### src/rtl/pin_capt.sv
// pin_capt: synchronises an asynchronous pin, detects its rising edges and
// tags each one with the slot of a free-running 2**TW-cycle frame in which
// the edge was first sampled. Downstream timing logic rebuilds the arrival
// window as (now - 2 clk periods - slot offset), so the 2-cycle latency from
// first high sample to str/ptime must stay fixed.
`timescale 1ns/1ps

module pin_capt #(
   parameter int unsigned TW = 3
) (
   input  logic          clk600,
   input  logic          rst_n,
   input  logic          pin_in,
   output logic          pin_out,
   output logic          str,
   output logic [TW-1:0] ptime
);

   // Slot counter and its pipeline copies.
   logic [TW-1:0] cnt_q, cnt_d;
   logic [TW-1:0] t1_q,  t1_d;
   logic [TW-1:0] t2_q,  t2_d;

   // Synchroniser chain: s1 captures metastability and feeds only s2;
   // s2 is the first stable stage and s3 is its one-cycle-old copy.
   logic          s1_q, s1_d;
   logic          s2_q, s2_d;
   logic          s3_q, s3_d;

   // Output registers.
   logic          pin_out_q, pin_out_d;
   logic          str_q,     str_d;
   logic [TW-1:0] ptime_q,   ptime_d;

   // Rising edge seen on the stable stage.
   logic          rise_c;

   assign rise_c = s2_q & ~s3_q;

   // Next-state logic: counter, sync/tag pipeline and output updates.
   always_comb begin
      cnt_d     = cnt_q;
      t1_d      = t1_q;
      t2_d      = t2_q;
      s1_d      = s1_q;
      s2_d      = s2_q;
      s3_d      = s3_q;
      pin_out_d = pin_out_q;
      str_d     = str_q;
      ptime_d   = ptime_q;

      // Free-running frame counter, wraps naturally at 2**TW.
      cnt_d     = cnt_q + TW'(1);

      // The tag travels alongside the pin sample so it matches the slot
      // where the sample was taken (pre-increment counter value).
      s1_d      = pin_in;
      t1_d      = cnt_q;
      s2_d      = s1_q;
      t2_d      = t1_q;
      s3_d      = s2_q;

      pin_out_d = s2_q;
      str_d     = rise_c;
      if (rise_c) begin
         ptime_d = t2_q;
      end
   end

   // State register with asynchronous clear; any event in flight is dropped.
   always_ff @(posedge clk600 or negedge rst_n) begin
      if (!rst_n) begin
         cnt_q     <= '0;
         t1_q      <= '0;
         t2_q      <= '0;
         s1_q      <= 1'b0;
         s2_q      <= 1'b0;
         s3_q      <= 1'b0;
         pin_out_q <= 1'b0;
         str_q     <= 1'b0;
         ptime_q   <= '0;
      end else begin
         cnt_q     <= cnt_d;
         t1_q      <= t1_d;
         t2_q      <= t2_d;
         s1_q      <= s1_d;
         s2_q      <= s2_d;
         s3_q      <= s3_d;
         pin_out_q <= pin_out_d;
         str_q     <= str_d;
         ptime_q   <= ptime_d;
      end
   end

   assign pin_out = pin_out_q;
   assign str     = str_q;
   assign ptime   = ptime_q;

endmodule

### config.mk
export PLATFORM = sky130hd
export DESIGN_NAME = pin_capt
export DESIGN_NICKNAME = d
export VERILOG_FILES = /design/src/rtl/pin_capt.sv
export SDC_FILE = /design/constraint.sdc
export NUM_CORES = 1
export LEC_CHECK = 0
export CAP_MARGIN = 10
export CORE_AREA = 2 2 39 41
export CTS_CLUSTER_SIZE = 16
export DETAILED_ROUTE_END_ITERATION = 10
export DIE_AREA = 0 0 41 43
export PLACE_DENSITY = 0.67
export SYNTH_ARGS = -nofsm -noshare
export SYNTH_HDL_FRONTEND = slang
export SYNTH_SLANG_ARGS = --single-unit
### constraint.sdc
create_clock -name clk600 -period 1.22 [get_ports clk600]
set_clock_uncertainty 0.15 [all_clocks]
set_input_delay 0.305 -clock clk600 [delete_from_list [all_inputs] [get_ports clk600]]
set_output_delay 0.305 -clock clk600 [all_outputs]
set_load 0.1 [all_outputs]
==> results summary <==
The root buffer cell chosen for the clock tree is sky130_fd_sc_hd__clkbuf_4. The path length in cells of the critical path is 1. The clock-pin slew on the worst setup and hold paths is roughly 0.09 ns. The effective utilization at floorplan is a little over a third. The number of slew-limit violations in the final report was 0. The post-synthesis cell type with the largest combined area is sky130_fd_sc_hd__dfrtp_1. In this run, the number of DRC markers left after iteration 0 of detailed routing was 3.

The height of the die came out at 43 microns. The final reports fail on setup timing. The aggregate routed wire length came out at approximately 630 microns. Routability-driven placement finished with a final weighted congestion of about 0.56. The largest individual stage delay along the critical path comes from the cell sky130_fd_sc_hd__dfrtp_4.

Entering global routing, the biggest net connects 17 pins. TritonCTS built the clock tree. The total CTS buffers is 3.

Counting the fill cells in the layout gives 119. The sequential-to-total area share from yosys stat came out at around 83%. The number of synthesized register bits is 16. The number of clock sinks seen by CTS is 16. The placeable core area came out at around 1400 sq um. The wire length per cell after detailed routing came out at between 10 and 15 microns. Once detail routing completed, the nets flagged for antenna violations numbered 0. The family with the most delay on the worst path is flip-flops. After detailed routing, the number of remaining DRC violations is 0. The number of cells on the worst reg-to-reg path is 3. The kind of capture point of the worst setup path is an output pin. The final net count came out at 43. CTS built an H-tree with a depth of 1. The number of antenna violations at the first check in global routing came out at 0. The signal arrival time at the worst endpoint came out at around 0.95 ns.

In this run the power density over the cells is 1530 nW/um^2. The reported max-cap violation count came out at 0. The number of rows created at floorplan is 14. The worst hold path passes through 0 cells. The share of layout cells above drive strength 1 is between 50 and 60%. The post-route standard cell area excluding fillers is about 700 sq um. Clock latency on the worst-skew pair, taken at its later pin, is around 0.28 ns. The critical path required time is 0.76 ns.

The shortest period the worst path allows is between 1 and 1.5 ns. Yosys attributes the largest share of cell area to sky130_fd_sc_hd__dfrtp_1 83%, sky130_fd_sc_hd__mux2_4 9.3%, sky130_fd_sc_hd__nor2b_4 2.8%, sky130_fd_sc_hd__ha_1 2.6%, sky130_fd_sc_hd__xor2_1 1.8%. The placed cell area came out at about 650 sq um. The setup total negative slack came out at -1.13 ns. The area growth from synthesis to layout is 45.0%. The global router's overall resource usage came out at roughly a tenth. Buffers placed on the I/O ports in this run total 7.

The number of inserted diodes came out at 0. The post-synthesis net count came out at 27. The wire length of the first global-routing pass is around 1100 microns. The leakage power summed over all cells came out at roughly 0.33 nW.

In this run the worst hold path is classified as reg2reg. After detailed routing, the number of vias per cell comes to 4.24. Setup repair after global routing could not meet its margin everywhere. Setup violations remaining at the end of the flow were counted as 8.

The sum of overflow across all layers after global routing came out at 0. The die covers roughly 1800 sq um. The routed layout has between 200 and 250 vias.

The maximum buffer depth of the clock tree is 2. The synthesized netlist contains 6 unique library cells. The hold violation count in the final report came out at 0. The maximum VDD drop came out at between 0.6 and 0.7 mV. For this run, the top clock speed supported by timing is just over 700 MHz.

The post-cts hold buffer count is 0. The width of the die is 41 microns. During I/O placement, the number of pins put on the boundary was 8.

The post-route fraction of the period consumed by the critical path is 115%. The via count of the first global-routing pass came out at around 270. The post-synthesis area per instance is between 20 and 25 sq um. In this run the biggest area consumer among cell types represents between 80 and 90% of the synthesized area.

The worst setup path is launched from a flip-flop. The maximum cell stage delay along the critical path came out at about 0.5 ns. The highest fanout seen on the critical path came out at 2. The slew of the pin with the lowest slew margin came out at approximately 0.16 ns. The final worst-path setup slack came out at -0.186 ns.

The core occupancy in the finished layout came out at between 50% and 60%. The synthesized netlist occupies a cell area of 484 sq um. The critical path class is reg2out. The post-synthesis cell count came out at 23. Measured against its own limit, the worst slew margin works out to between 80% and 90%. The flow ran to the end, but the final reports show violations. The first TritonRoute pass finished after 2 iterations. The Yosys warning count is 0.

The number of buffers and inverters on the critical path came out at 1. The signal on the critical path passes through buf_12.
[cells by family (layout without fill, tap and decap cells)]
kind of cell / after synthesis / in the layout / share of synthesized area [%]
buffers and inverters: 1 / 16 / 0.774
and+or+nand+nor: 1 / 1 / 2.84
DFF: 16 / 16 / 82.7
muxes: 3 / 3 / 9.30
xor gates and xnor gates: 1 / 1 / 1.81
adders and majority gates: 1 / 1 / 2.58
[worst paths after layout]
kind / from / to / slack [ns]
worst max register to register: pin_out / ptime[2] / -0.18
worst max-delay path: pin_out / pin_out / -0.19
worst min-delay path: s1_q / pin_out_d / 0.20
max in group asynchronous: rst_n / ptime[0] / 0.58
worst min register to register: s1_q / pin_out_d / 0.20
min in group asynchronous: rst_n / pin_out_d / 0.21
[cell usage after synthesis, drive strengths merged]
| cell | instances |
|---|---|
| ha | 1 |
| dfrtp | 16 |
| nor2b | 1 |
| xor2 | 1 |
| mux2 | 3 |
| inv | 1 |
[where the power goes]
group | internal, mW | switching, mW | total (mW)
combinational | 0.0968 | 0.137 | 0.234
clock | 0.127 | 0.146 | 0.273
sequential | 0.551 | 0.0161 | 0.567
total | 0.775 | 0.299 | 1.07
[metal layers]
layer	routed length, microns	track usage, %	part of all wire, %
met5	0	0	0
met4	0	10.0	0
met3	37	4.71	5.9
met2	359	13.1	57
met1	234	11.5	37
[sequential cells by signal, indices dropped and copies added (netlist names)]
| name | flops |
|---|---|
| t2_q | 3 |
| str | 1 |
| t1_q | 3 |
| cnt_q | 3 |
| ptime | 3 |
| s1_q | 1 |
| pin_out_d | 1 |
| pin_out | 1 |
[timing repair]
| action | in CTS | in global routing |
|---|---|---|
| gates resized for setup | 0 | 0 |
| setup endpoints to repair | 8 | 8 |
| buffers inserted | 3 | 0 |
[cell usage in the layout, fill, tap and decap left out]
cell	synthesis	final
sky130_fd_sc_hd__buf_12	0	6
sky130_fd_sc_hd__ha_1	1	1
sky130_fd_sc_hd__dfrtp_2	0	4
sky130_fd_sc_hd__clkdlybuf4s50_1	0	2
sky130_fd_sc_hd__buf_4	0	3
sky130_fd_sc_hd__dfrtp_1	16	11
sky130_fd_sc_hd__dfrtp_4	0	1
sky130_fd_sc_hd__mux2_4	3	3
sky130_fd_sc_hd__clkbuf_1	0	1
sky130_fd_sc_hd__nor2b_4	1	1
sky130_fd_sc_hd__inv_1	1	1
sky130_fd_sc_hd__clkbuf_4	0	3
sky130_fd_sc_hd__xor2_1	1	1
[stage by stage]
stage	total power, mW	std cells	setup WS [ns]	hold slack, ns
after CTS	1.10	54	-0.198	0.199
after detailed placement	0.801	47	-0.0442	0.186
after global routing	1.13	54	-0.219	0.194
after floorplan	0.702	23	-0.172	-0.141
final	1.07	54	-0.186	0.204
after global placement	0.799	47	-0.0219	0.183
[final cells by class]
type / count / area [sq um] / area share (%)
repair buffers: 11 / 163 / 23.2
inverters: 1 / 3.75 / 0.535
well taps: 16 / 20.0 / 2.85
clock buffers: 4 / 26.3 / 3.74
multi-input cells: 6 / 80.1 / 11.4
flip-flops and latches: 16 / 409 / 58.3
Power figures use the tool's default switching activity.
